[config.mk]
export PLATFORM = sky130hd
export DESIGN_NAME = pool_engine_param
export DESIGN_NICKNAME = d
export VERILOG_FILES = /design/src/rtl/pool_engine_param.sv
export SDC_FILE = /design/constraint.sdc
export NUM_CORES = 2
export LEC_CHECK = 0
export BUFFER_PORTS_ARGS = -buffer_cell sky130_fd_sc_hd__buf_2
export CORE_AREA = 2 2 301 303
export CTS_CLUSTER_SIZE = 28
export DETAILED_ROUTE_END_ITERATION = 6
export DIE_AREA = 0 0 303 305
export PLACE_DENSITY = 0.74
export SKIP_CTS_REPAIR_TIMING = 1
export SLEW_MARGIN = 5
export SYNTH_ARGS = -nofsm -noshare
export SYNTH_HDL_FRONTEND = slang
export SYNTH_SLANG_ARGS = --single-unit
[constraint.sdc]
create_clock -name clk -period 5.28 [get_ports clk]
set_clock_uncertainty 0.05 [all_clocks]
set_input_delay 0.264 -clock clk [delete_from_list [all_inputs] [get_ports clk]]
set_output_delay 0.264 -clock clk [all_outputs]
set_load 0.1 [all_outputs]
[src/rtl/pool_engine_param.sv]
`default_nettype none
// ============================================================================
//  Module   : pool_engine_param
//  Purpose  : Per-channel POOL_SIZE x POOL_SIZE max-pooling on packed float32
//             samples, with optional ReLU, frame window counting and abort.
//  Revision : 1.0 - initial release
// ============================================================================
module pool_engine_param #(
    parameter int DATA_WIDTH    = 32,
    parameter int CHANNELS      = 12,
    parameter int POOL_SIZE     = 2,
    parameter int FRAME_WINDOWS = 144
) (
    input  logic                           clk,
    input  logic                           rst_n,
    input  logic                           clear,
    input  logic                           relu_en,
    input  logic                           in_valid,
    input  logic [CHANNELS*DATA_WIDTH-1:0] data_in,
    output logic                           out_valid,
    output logic [CHANNELS*DATA_WIDTH-1:0] pooling_output,
    output logic                           frame_done,
    output logic                           busy
);

    localparam int c_win_len = POOL_SIZE * POOL_SIZE;
    localparam int c_scnt_w  = (c_win_len > 1) ? $clog2(c_win_len) : 1;
    localparam int c_wcnt_w  = (FRAME_WINDOWS > 1) ? $clog2(FRAME_WINDOWS) : 1;
    localparam logic [c_scnt_w-1:0] c_last_sample = c_scnt_w'(c_win_len - 1);
    localparam logic [c_wcnt_w-1:0] c_last_window = c_wcnt_w'(FRAME_WINDOWS - 1);

    logic [c_scnt_w-1:0] r_sample_cnt;
    logic [c_wcnt_w-1:0] r_win_cnt;
    logic                r_relu;
    logic                r_out_valid;
    logic                r_frame_done;

    logic w_first;
    logic w_last;
    logic w_accept;
    logic w_relu_eff;

    // Returns 1 only when the new sample is strictly larger than the held one.
    // Sign-magnitude compare; both zeros (either sign) tie so the held value stays.
    function automatic logic f_new_wins(input logic [DATA_WIDTH-1:0] a_new,
                                        input logic [DATA_WIDTH-1:0] b_held);
        logic w_both_zero;
        logic w_res;
        w_both_zero = (a_new[DATA_WIDTH-2:0] == '0) && (b_held[DATA_WIDTH-2:0] == '0);
        if (w_both_zero)
            w_res = 1'b0;
        else if (a_new[DATA_WIDTH-1] != b_held[DATA_WIDTH-1])
            w_res = ~a_new[DATA_WIDTH-1];
        else if (!a_new[DATA_WIDTH-1])
            w_res = a_new[DATA_WIDTH-2:0] > b_held[DATA_WIDTH-2:0];
        else
            w_res = a_new[DATA_WIDTH-2:0] < b_held[DATA_WIDTH-2:0];
        return w_res;
    endfunction

    assign w_first  = (r_sample_cnt == '0);
    assign w_last   = (r_sample_cnt == c_last_sample);
    assign w_accept = in_valid && !clear;
    // With POOL_SIZE=1 the first beat is also the last, so use the live input.
    assign w_relu_eff = w_first ? relu_en : r_relu;

    assign out_valid  = r_out_valid;
    assign frame_done = r_frame_done;
    assign busy       = (r_sample_cnt != '0);

    // Sample/window counters, ReLU latch and the one-cycle result pulses.
    always_ff @(posedge clk or negedge rst_n) begin
        if (!rst_n) begin
            r_sample_cnt <= '0;
            r_win_cnt    <= '0;
            r_relu       <= 1'b0;
            r_out_valid  <= 1'b0;
            r_frame_done <= 1'b0;
        end else begin
            r_out_valid  <= 1'b0;
            r_frame_done <= 1'b0;
            if (clear) begin
                r_sample_cnt <= '0;
                r_win_cnt    <= '0;
            end else if (in_valid) begin
                if (w_first)
                    r_relu <= relu_en;
                if (w_last) begin
                    r_sample_cnt <= '0;
                    r_out_valid  <= 1'b1;
                    if (r_win_cnt == c_last_window) begin
                        r_win_cnt    <= '0;
                        r_frame_done <= 1'b1;
                    end else begin
                        r_win_cnt <= r_win_cnt + c_wcnt_w'(1);
                    end
                end else begin
                    r_sample_cnt <= r_sample_cnt + c_scnt_w'(1);
                end
            end
        end
    end

    for (genvar g = 0; g < CHANNELS; g++) begin : g_ch
        logic [DATA_WIDTH-1:0] r_max;
        logic [DATA_WIDTH-1:0] r_pool;
        logic [DATA_WIDTH-1:0] w_in;
        logic [DATA_WIDTH-1:0] w_next;
        logic [DATA_WIDTH-1:0] w_out;

        assign w_in   = data_in[(CHANNELS-g)*DATA_WIDTH-1 -: DATA_WIDTH];
        assign w_next = (w_first || f_new_wins(w_in, r_max)) ? w_in : r_max;
        assign w_out  = (w_relu_eff && w_next[DATA_WIDTH-1]) ? '0 : w_next;
        assign pooling_output[(CHANNELS-g)*DATA_WIDTH-1 -: DATA_WIDTH] = r_pool;

        // Running maximum for this channel; first beat of a window reloads it.
        always_ff @(posedge clk or negedge rst_n) begin
            if (!rst_n)
                r_max <= '0;
            else if (w_accept)
                r_max <= w_next;
        end

        // Result register, updated on the last beat and held until the next.
        always_ff @(posedge clk or negedge rst_n) begin
            if (!rst_n)
                r_pool <= '0;
            else if (w_accept && w_last)
                r_pool <= w_out;
        end
    end

endmodule
`default_nettype wire

==> key figures <==
Run status
  • Status: complete, but fails checks
  • Failing checks: DRC, hold timing

Synthesis
  • Ys Warns: 0
  • Post-synth EDFFs: 0
  • Synthesized instance count: between 4000 and 5000
  • Ys flop type: dfrtp_1
  • Post-synth ARST share: 100%
  • Seq/Total Area, Yosys: roughly 43%
  • Synth Cell Area: between 40000 and 50000 um^2
  • Netlist cell types: 64
  • Syn avg cell area: 9.53 um^2
  • Synth Net Count: 5573
  • Yosys reg bits: 781

GRT
  • Vias in the first global route: around 41000
  • Initial antenna violation count: 23
  • Total congestion overflow: 0
  • All-Layer GR Usage: approximately 32%
  • Global-route wire length before repair: between 200 and 250 mm
  • Largest net degree at the start of global routing: 145

Power and ir drop
  • Leak Pwr: around 28 nW
  • Total power: approximately 28 mW
  • Peak supply drop: approximately 0.00043 V
  • Cell Pwr Density: 488 nW/um^2

Clock network
  • Reg clk slew, reported paths: ~60 ps
  • Clock sink count: approximately 780
  • TritonCTS clock tree: built
  • Clk_lat worst skew: 670 ps
  • Clock Root Buffer: clkbuf_16
  • Longest Clk Path Bufs: 3
  • Total CTS buffers: 88
  • H-Tree Depth: 3

Critical path
  • Worst EP required: roughly 5800 ps
  • RR Startpoint: g_ch[6].r_max[16]
  • Worst Path Max Fanout: 31
  • Register-to-register setup slack: between 1000 and 1500 ps
  • Worst r2r dst: g_ch[6].r_max[17]
  • CP endpoint kind: register
  • R2r worst-path depth: 9
  • Setup crit start kind: register
  • CP Class: reg2reg
  • WP data arrival: 4450 ps

Layout
  • Most frequent cells in the layout: dfrtp_1, buf_2, nand2_1
  • Commonest non-fill, non-tap cell in the layout: dfrtp_1
  • Fin util: roughly two thirds
  • Post-layout net count: ~6600
  • Area growth from synthesis to layout: 26.2%
  • Layout cell share with drive strength beyond 1: 21.6%

Route
  • Via count: approximately 44000
  • Drt wl/cell: between 20 and 25 um
  • Antenna Nets Post-Route: 0
  • First-pass DRT Iterations: 7
  • Post-route DRC: 110
  • Iteration-0 DRC Markers: about 4400
  • Final wirelength: about 160 mm
  • Via density: a little over 6

Die
  • Initial core utilization: 51.3%
  • # rows: 110
  • Die area: slightly above 90000 um^2
  • Die height: slightly above 300 um
  • Core area: slightly below 90000 um^2
  • Die Wd: 303 um
  • Top Ports: between 700 and 800

Timing
  • Slew Limit Fails: 0
  • Period utilization: about three quarters
  • Final Setup Violations: 0
  • Final min period: 3960 ps
  • Fin. Hold Viols: 1
  • Fmax: between 0.2 and 0.3 GHz
  • Hold WS: -12.4 ps
  • Worst Tran Pin Value: ~1300 ps
  • Unrepaired setup endpoints after global routing: no
  • Setup TNS: 0 ps
  • Slew margin rel.: approximately 16%

Place
  • Port bufs: ~780
  • Post-DP HPWL: roughly 110 mm
  • GPL Wtd Cong: 1.00

Hold path
  • Hold crit path type: in2reg
  • Hold path start: data_in[287]
  • Hold path endpoint: g_ch[3].r_pool[31]
  • Min-Delay Path Depth: 3

Flow run
  • Max-cap check violation count: 0
stage by stage:
step | std cells | worst slack (ps) | cell area [um^2]
2_1_floorplan | 4809 | 1760 | 45800
3_3_place_gp | 6531 | 1410 | 50900
3_5_place_dp | 6531 | 1380 | 50900
4_1_cts | 6686 | 1360 | 54000
5_1_grt | 7089 | 1120 | 57800
6_report | 7092 | 1320 | 57800
routing by layer:
metal | GRT usage, % | share of wire, % | vias up
met5 | 0 | 0.024 | -
met4 | 17.9 | 5.9 | 6
met3 | 8.92 | 8.8 | 588
met2 | 51.7 | 47 | 2245
met1 | 39.3 | 38 | 21499
li1 | - | - | 19807
final cells by class:
class / count / area [um^2]
tap: 1176 / 1470
clock inverter: 16 / 290
sequential: 781 / 19500
clock buffer: 139 / 2790
fill: 6935 / 31500
inverter: 403 / 1510
multi-input combinational: 3327 / 23900
timing repair buffer: 1227 / 8330
antenna: 23 / 57.6
worst max path at each step:
stage,startpoint,end,slack (ps),cells past startpoint
2_1_floorplan,r_sample_cnt[0],g_ch[0].r_pool[0],1760,11
3_3_place_gp,data_in[176],g_ch[6].r_max[16],1410,9
3_5_place_dp,data_in[176],g_ch[6].r_max[6],1380,9
4_1_cts,g_ch[6].r_max[16],g_ch[6].r_max[6],1360,9
5_1_grt,g_ch[6].r_max[16],g_ch[6].r_max[20],1120,9
6_report,g_ch[6].r_max[16],g_ch[6].r_max[17],1320,9
flip-flops by register name (all words and copies together) (netlist names):
signal,flops
r_win_cnt,8
r_relu,1
frame_done,1
r_sample_cnt,2
g_ch.r_pool,384
g_ch.r_max,384
out_valid,1
cell usage after synthesis (8+ instances only):
cell,n,area (um^2)
o21ai_0,395,1980
o31ai_1,19,143
and3_1,12,75.1
nor4_1,188,1180
a221oi_1,16,140
a21oi_1,122,611
o41a_1,8,90.1
or3_1,14,87.6
nand3b_1,8,60.1
dfrtp_1,781,19500
a21o_1,58,435
a32oi_1,124,1090
nor2b_1,14,87.6
and4_1,20,175
buf_2,37,185
buf_1,24,90.1
nor2_1,181,679
a211oi_1,17,128
nor3_1,35,175
clkbuf_1,234,878
ha_1,375,4690
o211ai_1,188,1410
mux2_2,249,2800
nand2_1,543,2040
o311ai_0,65,569
inv_1,401,1510
nand4_1,215,1350
mux2i_1,188,1880
nand3_1,167,836
power by group:
part / internal [mW] / total (mW) / switching, mW
Clock: 3.99 / 6.60 / 2.60
Sequential: 7.53 / 8.86 / 1.33
Combinational: 3.19 / 12.8 / 9.57
Total: 14.7 / 28.2 / 13.5
logic make-up after synthesis:
| group | Yosys count | share of synthesized area (%) |
|---|---|---|
| muxes | 440 | 10.3 |
| and+or+nand+nor | 1428 | 15.2 |
| DFF | 781 | 42.7 |
| buffers and inverters | 701 | 5.89 |
| AOI/OAI and AO/OA | 1081 | 15.6 |
| adders and majority gates | 375 | 10.2 |
| xor gates and xnor gates | 3 | 0.0574 |
worst max-delay path: stages, from the launching register on:
cell and delay [ps]:
dfrtp_1 370, inv_1 70, ha_1 290, a21o_1 160, a221o_1 320, a221o_1 380
o311a_1 420, or3_1 420, a31oi_4 930, mux2_2 420
No activity file was read; power rests on OpenSTA's default activity.
